## src/rtl/keypad_emulator.sv

```systemverilog
// 4x4 key-matrix responder: presses one latched key with press bounce, stable hold,
// release bounce and an open gap, answering the decoder's column scan on the row lines.
module keypad_emulator #(
   parameter int HOLD_CYCLES   = 50000,
   parameter int BOUNCE_CYCLES = 1000,
   parameter int BOUNCE_PERIOD = 100,
   parameter int GAP_CYCLES    = 50000
) (
   input  logic       clk,
   input  logic       reset,
   input  logic [3:0] key_code,
   input  logic       key_valid,
   output logic       key_ready,
   input  logic [3:0] col,
   output logic [3:0] row,
   output logic       busy,
   output logic       done
);

   localparam int MAX_HG  = (HOLD_CYCLES > GAP_CYCLES) ? HOLD_CYCLES : GAP_CYCLES;
   localparam int MAX_ALL = (MAX_HG > BOUNCE_CYCLES) ? MAX_HG : BOUNCE_CYCLES;
   localparam int CNT_W   = $clog2(MAX_ALL + 1);
   localparam int SUB_W   = $clog2(BOUNCE_PERIOD + 1);

   localparam logic [CNT_W-1:0] HOLD_LAST   = CNT_W'(HOLD_CYCLES - 1);
   localparam logic [CNT_W-1:0] GAP_LAST    = CNT_W'(GAP_CYCLES - 1);
   localparam logic [CNT_W-1:0] BOUNCE_LAST = CNT_W'((BOUNCE_CYCLES > 0) ? BOUNCE_CYCLES - 1 : 0);
   localparam logic [SUB_W-1:0] SUB_LAST    = SUB_W'(BOUNCE_PERIOD - 1);
   localparam bit               NO_BOUNCE   = (BOUNCE_CYCLES == 0);

   localparam logic [2:0] ST_IDLE    = 3'd0;
   localparam logic [2:0] ST_PRESS   = 3'd1;
   localparam logic [2:0] ST_HOLD    = 3'd2;
   localparam logic [2:0] ST_RELEASE = 3'd3;
   localparam logic [2:0] ST_GAP     = 3'd4;

   logic [2:0]       state_q, state_d;
   logic [CNT_W-1:0] cnt_q, cnt_d;
   logic [SUB_W-1:0] sub_q, sub_d;
   logic             contact_q, contact_d;
   logic [3:0]       code_q, code_d;
   logic             busy_q, busy_d;
   logic             ready_q, ready_d;
   logic             done_q, done_d;

   always_comb begin
      state_d   = state_q;
      cnt_d     = cnt_q;
      sub_d     = sub_q;
      contact_d = contact_q;
      code_d    = code_q;
      busy_d    = busy_q;
      ready_d   = ready_q;
      done_d    = 1'b0;
      case (state_q)
         ST_IDLE: begin
            if (key_valid && ready_q) begin
               code_d    = key_code;
               cnt_d     = '0;
               sub_d     = '0;
               contact_d = 1'b1;
               busy_d    = 1'b1;
               ready_d   = 1'b0;
               state_d   = NO_BOUNCE ? ST_HOLD : ST_PRESS;
            end
         end
         ST_PRESS, ST_RELEASE: begin
            if (cnt_q == BOUNCE_LAST) begin
               cnt_d = '0;
               sub_d = '0;
               if (state_q == ST_PRESS) begin
                  state_d   = ST_HOLD;
                  contact_d = 1'b1;
               end else begin
                  state_d   = ST_GAP;
                  contact_d = 1'b0;
               end
            end else begin
               cnt_d = cnt_q + CNT_W'(1);
               // A toggle at the phase's final wrap is overridden by the next state's entry value.
               if (sub_q == SUB_LAST) begin
                  sub_d     = '0;
                  contact_d = ~contact_q;
               end else begin
                  sub_d = sub_q + SUB_W'(1);
               end
            end
         end
         ST_HOLD: begin
            if (cnt_q == HOLD_LAST) begin
               cnt_d     = '0;
               sub_d     = '0;
               contact_d = 1'b0;
               state_d   = NO_BOUNCE ? ST_GAP : ST_RELEASE;
            end else begin
               cnt_d = cnt_q + CNT_W'(1);
            end
         end
         ST_GAP: begin
            if (cnt_q == GAP_LAST) begin
               cnt_d   = '0;
               state_d = ST_IDLE;
               busy_d  = 1'b0;
               ready_d = 1'b1;
               done_d  = 1'b1;
            end else begin
               cnt_d = cnt_q + CNT_W'(1);
            end
         end
         default: begin
            state_d   = ST_IDLE;
            cnt_d     = '0;
            sub_d     = '0;
            contact_d = 1'b0;
            busy_d    = 1'b0;
            ready_d   = 1'b1;
         end
      endcase
   end

   always_ff @(posedge clk or negedge reset) begin
      if (!reset) begin
         state_q   <= ST_IDLE;
         cnt_q     <= '0;
         sub_q     <= '0;
         contact_q <= 1'b0;
         code_q    <= 4'd0;
         busy_q    <= 1'b0;
         ready_q   <= 1'b1;
         done_q    <= 1'b0;
      end else begin
         state_q   <= state_d;
         cnt_q     <= cnt_d;
         sub_q     <= sub_d;
         contact_q <= contact_d;
         code_q    <= code_d;
         busy_q    <= busy_d;
         ready_q   <= ready_d;
         done_q    <= done_d;
      end
   end

   // Rows answer the column scan combinationally so the decoder sees no added latency.
   for (genvar gi = 0; gi < 4; gi++) begin : g_row
      assign row[gi] = ~(contact_q && (code_q[3:2] == 2'(gi)) && !col[code_q[1:0]]);
   end

   assign key_ready = ready_q;
   assign busy      = busy_q;
   assign done      = done_q;

endmodule

```

## config.mk

```make
export PLATFORM = sky130hd
export DESIGN_NAME = keypad_emulator
export DESIGN_NICKNAME = d
export VERILOG_FILES = /design/src/rtl/keypad_emulator.sv
export SDC_FILE = /design/constraint.sdc
export NUM_CORES = 1
export LEC_CHECK = 0
export ABC_CLOCK_PERIOD_IN_PS = 6520
export CAP_MARGIN = 5
export CORE_MARGIN = 5
export CORE_UTILIZATION = 32
export DETAILED_ROUTE_END_ITERATION = 7
export HOLD_SLACK_MARGIN = 0.03
export PLACE_DENSITY = 0.59
export SYNTH_ARGS = -nofsm -noshare
export SYNTH_HDL_FRONTEND = slang
export SYNTH_SLANG_ARGS = --single-unit
```

## constraint.sdc

```tcl
create_clock -name clk -period 6.52 [get_ports clk]
set_clock_uncertainty 0.05 [all_clocks]
set_input_delay 0.978 -clock clk [delete_from_list [all_inputs] [get_ports clk]]
set_output_delay 0.978 -clock clk [all_outputs]
set_load 0.05 [all_outputs]
```

# == Word level (Yosys, flattened, before mapping) ==
# Cells that the tools add are included.
# Widths: inputs -> output; s select.
# classes
add_sub_neg,2
order_cmp,1
n_eq_ne,15
n_mux,29
bitwise,7
reduce_logical,20
# op_table
operator,count
$mux 16,3
$pmux 16 s3,1
$mux 7,4
$pmux 7 s4,1
$add 16x1->16 const B,1
$eq 16x10->1 const B,1
$eq 16x16->1 const B,1
$mux 3,5
$pmux 3 s4,1
$mux 1,10
$logic_and 1x1->1,9
$ne 2x2->1 const B,4
$reduce_and 4->1,2
$add 7x1->7 const B,1
$eq 7x7->1 const B,1
$not 1->1,7
$eq 3x2->1 const B,2
$pmux 1 s3,2
$reduce_and 3->1,2
$eq 2x2->1 const B,2
$pmux 1 s4,1
$reduce_or 2->1,2
$eq 3x1->1 const B,1
$eq 3x3->1 const B,1
9 further kinds,9
# totals
regBits,34
in_bits,11
out_inout_bits,7
word_cells,82

# == Longest topological paths before layout ==
# logic_depth
depth_word,5
ltp_mapped,7
depth_no_buf,6

# == Worst setup path before layout ==
# OpenSTA, ideal clock, no wires.
# synth_path
kind,input -> output
startpoint,input col[3]
endpoint,output row[0]
arrival_ps,2067
required_ps,5492
path_slack_ps,3425
cell_stages,4
path_buffers,0
cell_sequence,mux4_2 -> nor2b_1 -> nor2b_1 -> nand2b_1
# synth_between
elab_chain_len,5
# synth_lines
element,line,rtl
from (decl),14,"input logic [3:0] col,"
$bmux 1 s2,145,assign row[gi] = ~(contact_q && (code_q[3:2] == 2'(gi)) && !col[code_q[1:0]]);
$mux 1 (implied by the code),145,
$logic_not 1->1,145,
$logic_and 1x1->1,145,
$not 1->1,145,
to (decl),15,"output logic [3:0] row,"
# No other way between the ends. The select of a mux whose other input is x is not followed.

# == Final worst setup path ==
# Ends and elaborated chain as after synthesis.

==> results_dict.tcl <==
set metrics [dict create \
    dp_hpwl_um 3010 \
    hold_class "flop to flop" \
    cap_violations 0 \
    std_cell_rows 28 \
    crit_type "input port to output port" \
    start_util_pct 32.7 \
    syn_area_per_cell_um2 9.38 \
    r2r_end "state_q[0]" \
    coreArea_um2 5890 \
    crit_arrival_ns 3.02 \
    synth_area_um2 1920 \
    fin_crit_sh_pct 62.1 \
    fmax_ghz 0.247 \
    ctsHoldBuffers 0 \
    fp.dieArea_um2 7660 \
    yosysSeqAreaShare_pct 44.3 \
    cts_max_level 2 \
    tightest_slew_ns 1.05 \
    yosys.area.top_type "dfrtp_1" \
    cts_setup_buffers 0 \
    slew_violations 0 \
    die_w_um 87.5 \
    synth_flop_cell "dfrtp_1" \
    rsz0062_at_grt "no" \
    synthTopCellsByArea "dfrtp_1, nand2_1, o21ai_0, nand3_1, a21oi_1" \
    period_minus_slack_ns 4.05 \
    clockRootBuffer "clkbuf_8" \
    die_h_um 87.5 \
    yosysWarningCount 0 \
    drt-pass1-iter-count 4 \
    cts.clk_slew.worst_paths_ns 0.07 \
    status "finished clean" \
    min_path_cells 2 \
    clkSinkCount 34 \
    multi_input_area_um2 1020 \
    post_cts_resized 0 \
    routed_via_density 5.42 \
    postSynthCellCount 205 \
    diodes 0 \
    async_reset_ff_share_pct 100 \
    p_per_area_nw_per_um2 170 \
    insertion_delay_ns 0.29 \
    r2r-start "cnt_q[0]" \
    cts_tree "yes" \
    setup_tns_ns 0 \
    ir_worst_vdd_mv 0.0860 \
    avgRoutedWirePerCell_um 14.3 \
    r2r_slack_ns 3.73 \
    grt_pass1_vias 1569 \
    p_leak_nw 0.899 \
    fillerInstances 578 \
    globalplace.congestion 0.779 \
    io_buffer_count 17 \
    antenna_found_initial 0 \
    layout.nets 235 \
    drc 0 \
    endpoint_kind "output port" \
    synth_top_area_share_pct 42.9 \
    hold_path_startpoint "key_ready" \
    crit_required_ns 5.49 \
    drive_gt1_share_pct 11.7 \
    num_vias 1614 \
    ys_seq_elements 34 \
    setup_viol 0 \
    hold_viol_final 0 \
    reg2reg_depth 6 \
    grt_max_degree 35 \
    synth-edff-count 0 \
    max-clock-path-buffers 2 \
    holdPathEnd "key_ready" \
    grt_usage_pct 12.3 \
    regArea_um2 852 \
    wirelength_um 4250 \
    cp_max_fo 3 \
    drtIter0Drc 148 \
    cts_buffers 5 \
    relSlewSlack_pct 29.4 \
    ioPinCount 18 \
    holdWs_ns 0.445 \
    grt_pass1_wl_um 7470 \
    cp-start-kind "input port" \
    gr-total-overflow 0 \
    drtAntennaViolNets 0 \
    area_delta_synth_final_pct 18.2 \
    synth_nets 218 \
    ys_types 48 \
]
==> layout make-up <==
type / count / area share [%]
clock inverters: 2 / 0.551
well taps: 75 / 4.13
inverters: 5 / 0.826
multi-input cells: 156 / 44.9
repair buffers: 20 / 8.48
clock buffers: 6 / 3.63
flip-flops and latches: 34 / 37.5
==> worst max-delay path: stages <==
cell and delay [ns]:
clkdlybuf4s50_1 0.41, mux4_2 0.48, nor2b_1 0.19, nor2b_1 0.20
nand2b_1 0.07, clkdlybuf4s50_1 0.70
==> cell families (layout without fill, tap and decap cells) <==
kind of cell / Yosys count / count (layout) / share of synthesized area (%)
DFF: 34 / 34 / 44.3
adders and majority gates: 2 / 2 / 1.30
AOI/OAI and AO/OA: 52 / 52 / 17.8
buffers and inverters: 15 / 33 / 2.99
and+or+nand+nor: 90 / 90 / 26.8
muxes: 6 / 6 / 4.03
xor gates and xnor gates: 6 / 6 / 2.73
==> worst max-delay path by stage <==
stage	startpoint	endpoint	depth (start not counted)
2_1_floorplan	col[3]	row[0]	4
3_3_place_gp	col[3]	row[1]	6
3_5_place_dp	col[3]	row[0]	6
4_1_cts	col[3]	row[0]	6
5_1_grt	col[3]	row[1]	6
6_report	col[3]	row[0]	6
==> stage by stage <==
stage | std cells | util [%] | area (µm²) | total power (W) | setup WS, ns
2_1_floorplan | 205 | - | 1920 | 0.000215 | 3.42
3_3_place_gp | 290 | 37.0 | 2180 | 0.000226 | 2.53
3_5_place_dp | 290 | 37.0 | 2180 | 0.000227 | 2.46
4_1_cts | 298 | 38.6 | 2270 | 0.000394 | 2.46
5_1_grt | 298 | 38.6 | 2270 | 0.000402 | 2.37
6_report | 298 | 38.6 | 2270 | 0.000386 | 2.47
==> where the power goes <==
| group | switching, W | leakage [nW] | internal, W | total [W] |
|---|---|---|---|---|
| Combinational | 0.00000516 | 0.421 | 0.00000600 | 0.0000112 |
| Clock | 0.0000796 | 0.0472 | 0.0000849 | 0.000164 |
| Sequential | 0 | 0.431 | 0.000211 | 0.000211 |
==> cell usage after synthesis (4+ instances only) <==
cell	count
a21o_1	4
a21oi_1	10
a31oi_1	8
and3_1	5
clkbuf_1	9
dfrtp_1	33
inv_1	5
mux2_2	4
nand2_1	25
nand2b_1	5
nand3_1	13
nor2_1	11
nor3_1	5
nor4_1	4
o21ai_0	15
xnor2_1	4
==> layout by cell type (no fill, tap or decap), drive strengths merged, types with 3 or more instances in the layout <==
cell and instances:
clkdlybuf4s50 17, dfrtp 33, mux2 4, o21ai 15, nor2 11, nor4 6, a21o 4, a21oi 10
and3 5, inv 5, xnor2 4, buf 3, a31oi 8, clkbuf 6, nor3 5, nor3b 3
nand2 25, nand3 13, nand2b 5
==> sequential cells by signal (all words and copies together), names as in the netlist <==
signal     flops
key_ready      1
contact_q      1
sub_q          7
cnt_q         16
done           1
code_q         4
busy           1
state_q        3
==> metal layers <==
layer / up-vias / track usage, % / part of all wire, % / wire (µm)
met4: 0 / 4.74 / 1.6 / 68
met3: 7 / 3.22 / 4.6 / 195
met1: 777 / 15.9 / 47 / 1990
li1: 798 / - / - / -
met5: - / 0 / 0 / 0
met2: 32 / 19.8 / 47 / 1990
Power figures use the tool's default switching activity.
